File: src/rtl/i_writeback.sv
// ---------------------------------------------------------------------------
// i_writeback -- write-back pipeline stage with a two-deep bypass history.
//
// Purpose:
//   Registers the MEM-stage result (load data or ALU result) for one cycle
//   and hands it to the decode-stage register file. Committed writes also
//   move into a two-entry history (H1 newer, H2 older). Two independent
//   combinational lookup ports search the stage register, then H1, then H2,
//   so decode can bypass values the register file has not yet returned.
//   A saturating counter tracks how many valid instructions were accepted.
//
// Ports:
//   write_clk            in   single clock, all state on its rising edge
//   reset                in   synchronous active-high reset
//   valid_in             in   MEM stage presents an instruction
//   stall                in   hold all state this cycle
//   mem_read_data        in   load result
//   alu_result           in   ALU result
//   write_register_in    in   destination register number
//   mem_to_reg_in        in   1: take mem_read_data, 0: take alu_result
//   reg_write_in         in   instruction writes the register file
//   fwd_reg_a/b          in   bypass lookup register numbers
//   write_data           out  registered write-back value
//   write_register_out   out  registered destination register
//   reg_write_out        out  registered register-file write enable
//   fwd_hit_a/b          out  lookup matched a pending or recent write
//   fwd_data_a/b         out  matched value, 0 on a miss
//   retired_count        out  saturating count of accepted valid instructions
// ---------------------------------------------------------------------------
`ifndef WORD
`define WORD 64
`endif

module i_writeback (
  input  logic              write_clk,
  input  logic              reset,
  input  logic              valid_in,
  input  logic              stall,
  input  logic [`WORD-1:0]  mem_read_data,
  input  logic [`WORD-1:0]  alu_result,
  input  logic [4:0]        write_register_in,
  input  logic              mem_to_reg_in,
  input  logic              reg_write_in,
  input  logic [4:0]        fwd_reg_a,
  input  logic [4:0]        fwd_reg_b,
  output logic [`WORD-1:0]  write_data,
  output logic [4:0]        write_register_out,
  output logic              reg_write_out,
  output logic              fwd_hit_a,
  output logic              fwd_hit_b,
  output logic [`WORD-1:0]  fwd_data_a,
  output logic [`WORD-1:0]  fwd_data_b,
  output logic [31:0]       retired_count
);

  localparam int unsigned W = `WORD;
  localparam logic [4:0]  XZR = 5'd31;

  // Stage register
  logic [W-1:0] data_q,  data_d;
  logic [4:0]   reg_q,   reg_d;
  logic         we_q,    we_d;

  // Bypass history
  logic         h1_valid_q, h1_valid_d;
  logic [4:0]   h1_reg_q,   h1_reg_d;
  logic [W-1:0] h1_data_q,  h1_data_d;
  logic         h2_valid_q, h2_valid_d;
  logic [4:0]   h2_reg_q,   h2_reg_d;
  logic [W-1:0] h2_data_q,  h2_data_d;

  logic [31:0]  count_q, count_d;

  logic         capture;

  always_comb begin
    capture    = !stall;

    data_d     = data_q;
    reg_d      = reg_q;
    we_d       = we_q;
    h1_valid_d = h1_valid_q;
    h1_reg_d   = h1_reg_q;
    h1_data_d  = h1_data_q;
    h2_valid_d = h2_valid_q;
    h2_reg_d   = h2_reg_q;
    h2_data_d  = h2_data_q;
    count_d    = count_q;

    if (capture) begin
      if (valid_in) begin
        data_d = mem_to_reg_in ? mem_read_data : alu_result;
        reg_d  = write_register_in;
        // Writes to the zero register never commit.
        we_d   = reg_write_in && (write_register_in != XZR);
        if (count_q != 32'hFFFF_FFFF) begin
          count_d = count_q + 32'd1;
        end
      end else begin
        data_d = '0;
        reg_d  = '0;
        we_d   = 1'b0;
      end

      // Only a write leaving the stage register advances the history, so
      // bubbles and suppressed writes do not push useful entries out.
      if (we_q) begin
        h1_valid_d = 1'b1;
        h1_reg_d   = reg_q;
        h1_data_d  = data_q;
        h2_valid_d = h1_valid_q;
        h2_reg_d   = h1_reg_q;
        h2_data_d  = h1_data_q;
      end
    end
  end

  always_ff @(posedge write_clk) begin
    if (reset) begin
      data_q     <= '0;
      reg_q      <= '0;
      we_q       <= 1'b0;
      h1_valid_q <= 1'b0;
      h1_reg_q   <= '0;
      h1_data_q  <= '0;
      h2_valid_q <= 1'b0;
      h2_reg_q   <= '0;
      h2_data_q  <= '0;
      count_q    <= '0;
    end else begin
      data_q     <= data_d;
      reg_q      <= reg_d;
      we_q       <= we_d;
      h1_valid_q <= h1_valid_d;
      h1_reg_q   <= h1_reg_d;
      h1_data_q  <= h1_data_d;
      h2_valid_q <= h2_valid_d;
      h2_reg_q   <= h2_reg_d;
      h2_data_q  <= h2_data_d;
      count_q    <= count_d;
    end
  end

  assign write_data         = data_q;
  assign write_register_out = reg_q;
  assign reg_write_out      = we_q;
  assign retired_count      = count_q;

  // Lookup ports: identical priority search, instantiated once per port.
  logic [4:0]   lk_reg  [2];
  logic         lk_hit  [2];
  logic [W-1:0] lk_data [2];
  logic         m_stage [2];
  logic         m_h1    [2];
  logic         m_h2    [2];

  assign lk_reg[0] = fwd_reg_a;
  assign lk_reg[1] = fwd_reg_b;

  genvar gi;
  generate
    for (gi = 0; gi < 2; gi++) begin : g_lookup
      // XZR is excluded up front so it can never alias a stored entry.
      assign m_stage[gi] = (lk_reg[gi] != XZR) && we_q       && (reg_q    == lk_reg[gi]);
      assign m_h1[gi]    = (lk_reg[gi] != XZR) && h1_valid_q && (h1_reg_q == lk_reg[gi]);
      assign m_h2[gi]    = (lk_reg[gi] != XZR) && h2_valid_q && (h2_reg_q == lk_reg[gi]);

      assign lk_hit[gi]  = m_stage[gi] || m_h1[gi] || m_h2[gi];
      assign lk_data[gi] = m_stage[gi] ? data_q    :
                           m_h1[gi]    ? h1_data_q :
                           m_h2[gi]    ? h2_data_q : '0;
    end
  endgenerate

  assign fwd_hit_a  = lk_hit[0];
  assign fwd_hit_b  = lk_hit[1];
  assign fwd_data_a = lk_data[0];
  assign fwd_data_b = lk_data[1];

endmodule

File: config.mk
export PLATFORM = sky130hd
export DESIGN_NAME = i_writeback
export DESIGN_NICKNAME = d
export VERILOG_FILES = /design/src/rtl/i_writeback.sv
export SDC_FILE = /design/constraint.sdc
export NUM_CORES = 1
export LEC_CHECK = 0
export ABC_AREA = 0
export CORE_ASPECT_RATIO = 1.1
export CORE_MARGIN = 2
export CORE_UTILIZATION = 40
export CTS_CLUSTER_SIZE = 24
export DETAILED_ROUTE_END_ITERATION = 10
export HOLD_SLACK_MARGIN = 0.06
export PLACE_DENSITY = 0.67
export SYNTH_ARGS = -nofsm -noshare
export SYNTH_HDL_FRONTEND = slang
export SYNTH_SLANG_ARGS = --single-unit
File: constraint.sdc
create_clock -name write_clk -period 2.9 [get_ports write_clk]
set_clock_uncertainty 0.05 [all_clocks]
set_input_delay 0.435 -clock write_clk [delete_from_list [all_inputs] [get_ports write_clk]]
set_output_delay 0.435 -clock write_clk [all_outputs]
set_load 0.02 [all_outputs]
==> run_results.csv <==
group,metric,value,unit
run_status,status,"finished, violations left",
run_status,violations,"setup timing",
yosys,synth_fa_ha_area_share,0.0968,%
sta,setup_viol,122,
yosys,ys_ff_latch,242,
clock_network,cts-root-buf,"clkbuf_16",
routing,dr.pass1.iters,5,
clock_network,clock_latency,0.55,ns
die,rows,69,
yosys,syn_inst,1818,
global_routing,grt_pass1_vias,13600,
routing,drt_wl_total,51300,um
job,cap_viol_max_count,0,
yosys,ys_types,48,
final_layout,drive_above_1_share,23.1,%
yosys,synth-simple-area-share,27.4,%
yosys,synth_edf_count,0,
die,coreArea,0.0320,mm^2
pwr,irDropWorstVdd,0.000443,V
global_routing,antenna_found_initial,5,
place,dpl_cell_area,0.0175,mm^2
clock_network,clock_sinks,242,
yosys,synth.mux.area_fraction,5.64,%
routing,dr.first_iter.drc_count,1173,
critical_path,r2r-start,"retired_count[11]$_SDFFE_PP0P_",
clock_network,tritoncts,"done",
place,portBuffers,380,
global_routing,grt_max_degree,84,
critical_path,max_stage_delay,0.66,ns
critical_path,critical_path_class,"register to primary output",
critical_path,critPathSlowestCell,"or4_4",
clock_network,cts_buffer_depth,3,
final_layout,ff_latch_area,0.00488,mm^2
pwr,p_leak,0.00802,uW
yosys,seq_area_frac_synth,37.5,%
yosys,netlist_area,0.0129,mm^2
yosys,synth-compound-area-share,19.9,%
final_layout,nNetsFinal,2380,
yosys,synth.yosys.warnings,0,
global_routing,grt_pass1_wl,72400,um
die,fp.dieH,193,um
pwr,p_total,7910,uW
sta,rsz0062_at_grt,"yes",
yosys,synth_nets,1968,
critical_path,path_max_fanout,8,
critical_path,end_kind,"primary output",
critical_path,ff2ff_setup_slack,0.43,ns
routing,post_drt_via_cell_ratio,5.54,
sta,hold_viol,0,
sta,final.period_utilization,108,%
hold_path,min_from,"reset",
clock_network,clkSlewWorstSetupHoldPaths,0.06,ns
routing,vias,14900,
clock_network,htreeDepth,1,
yosys,synth_top_family_by_area,"simple AND/OR/NAND/NOR gates",
die,die_width,175,um
hold_path,holdPathEnd,"write_data[5]$_SDFFE_PP0N_",
critical_path,crit_path_start_kind,"register",
yosys,async_flop_share,0,%
sta,fin_crit,3.14,ns
critical_path,required,2.41,ns
routing,routedWlPerCell,19.1,um
clock_network,numCtsBuffers,28,
yosys,synth_xor_area_share,2.78,%
sta,fmax,318,MHz
critical_path,reg2reg_to,"retired_count[19]$_SDFFE_PP0P_",
die,boundaryPins,381,
pwr,power_density,379,mW/mm^2
final_layout,multi_input_area,0.00840,mm^2
critical_path,arrival,2.66,ns
final_layout,final_common_cell,"nand2_1",
sta,layout_setup_ws,-0.243,ns
sta,worstMarginPinSlew,0.614,ns
sta,slew_headroom,58.4,%
global_routing,grt-ovfl-total,0,
critical_path,path_cells,"xnor2_2, nand4_1, or4_4, buf_12, buf_12, and3_4, o22a_1, buf_6",
die,start_util,40.3,%
critical_path,r2r_cells,6,
final_layout,final_area,0.0209,mm^2
hold_path,holdCritPathClass,"input port to register",
place,place_ws,-0.700,ns
final_layout,final_cell_mix,"nand2_1 (332), clkdlybuf4s50_1 (237), dfxtp_1 (231)",
hold_path,min_path_cells,2,
clock_network,postCtsHoldBufs,0,
place,gp_congestion,0.838,
yosys,avgSynthCellArea,7.11,um^2
critical_path,crit_top_cell,"buf_12",
routing,postRouteAntennaNets,0,
final_layout,area_delta_synth_final,61.4,%
final_layout,n_fill_cell,2638,
global_routing,grt_usage,26.6,%
place,hpwl,31000,um
sta,drv_slew,0,
die,die_area,0.0338,mm^2
yosys,synth_ff_type,"dfxtp_1",
routing,drc,0,
==> per-stage QoR <==
stage / hold WS [ns] / instances / util, % / TNS (ns)
after detailed placement: 0.407 / 2547 / 54.7 / -68.85
after global placement: 0.403 / 2547 / 54.7 / -64.56
final: 0.384 / 2681 / 65.1 / -16.83
after global routing: 0.415 / 2678 / 65.1 / -25.57
after CTS: 0.375 / 2634 / 59.5 / -14.72
after floorplan: 0.392 / 1818 / - / 0
==> report_power, final <==
part	internal [uW]	switching (uW)
clock	2210	1470
combinational	401	372
sequential	3370	82.1
==> flip-flops by register name, summed over array words and instances (netlist names) <==
register and count:
h2_data_q 64, retired_count 32, write_data 64, h2_reg_q 5, write_register_out 5, reg_write_out 1
h1_reg_q 5, h1_valid_q 1, h2_valid_q 1, h1_data_q 64
==> area by class of cell <==
cell class                 instances  share of cell area (%)
clock buffer                      40                    3.87
multi-input combinational       1353                    40.3
timing repair buffer             537                    27.9
antenna                            3                  0.0360
inverter                          68                    1.22
tap                              426                    2.56
sequential                       242                    23.4
clock inverter                    12                   0.738
==> logic make-up after synthesis <==
kind of cell / after synthesis
fa+ha+maj: 1
mux: 72
compound gates: 438
flops: 242
xor+xnor: 41
simple gates: 801
buf+inv: 223
==> synthesized netlist by cell type (all sizes together), types with 9 or more instances <==
cell | n | share of area (%)
a21oi | 216 | 8.4
a31oi | 66 | 3.2
and3 | 69 | 3.3
buf | 24 | 0.93
clkbuf | 131 | 3.9
dfxtp | 242 | 37
inv | 68 | 2.0
mux2i | 66 | 5.1
nand2 | 355 | 10
nand3 | 81 | 3.1
nand4 | 17 | 0.99
nor2 | 225 | 6.5
o21ai | 74 | 2.9
o22a | 64 | 4.3
or3 | 11 | 0.58
or4 | 9 | 0.56
xnor2 | 30 | 2.0
xor2 | 11 | 0.75
==> critical path, delay by kind of cell, from the launching register on <==
kind,cells,cell delay [ns]
and+or+nand+nor,3,0.93
buffers and inverters,3,0.46
DFF,1,0.36
AOI/OAI and AO/OA,1,0.20
xor gates and xnor gates,1,0.14
==> how the worst max path moves through the flow <==
stage                           to                     start  depth (start not counted)  slack (ns)
finish              fwd_data_a[20]  h1_reg_q[4]$_SDFFE_PP0P_                          8       -0.24
global route        fwd_data_a[61]  h1_reg_q[4]$_SDFFE_PP0P_                          7       -0.35
CTS                 fwd_data_a[31]  h1_reg_q[0]$_SDFFE_PP0P_                          8       -0.28
detailed placement  fwd_data_b[40]              fwd_reg_b[0]                          9       -0.70
global placement    fwd_data_b[40]              fwd_reg_b[0]                          9       -0.64
floorplan           fwd_data_b[52]              fwd_reg_b[3]                          7        0.41
==> what timing repair did <==
item	4_1_cts	5_1_grt
gates resized for setup	558	503
gates cloned	10	17
pin swaps	27	69
buffers inserted	26	36
setup endpoints to repair	130	130
==> routing by layer <==
metal / GRT usage, % / vias up / wire, um
li1: - / 7070 / -
met1: 31.1 / 7019 / 20000
met2: 47.2 / 638 / 25100
met3: 5.77 / 135 / 4160
met4: 10.6 / 4 / 2100
met5: 0 / - / 28
Power figures use the tool's default switching activity.
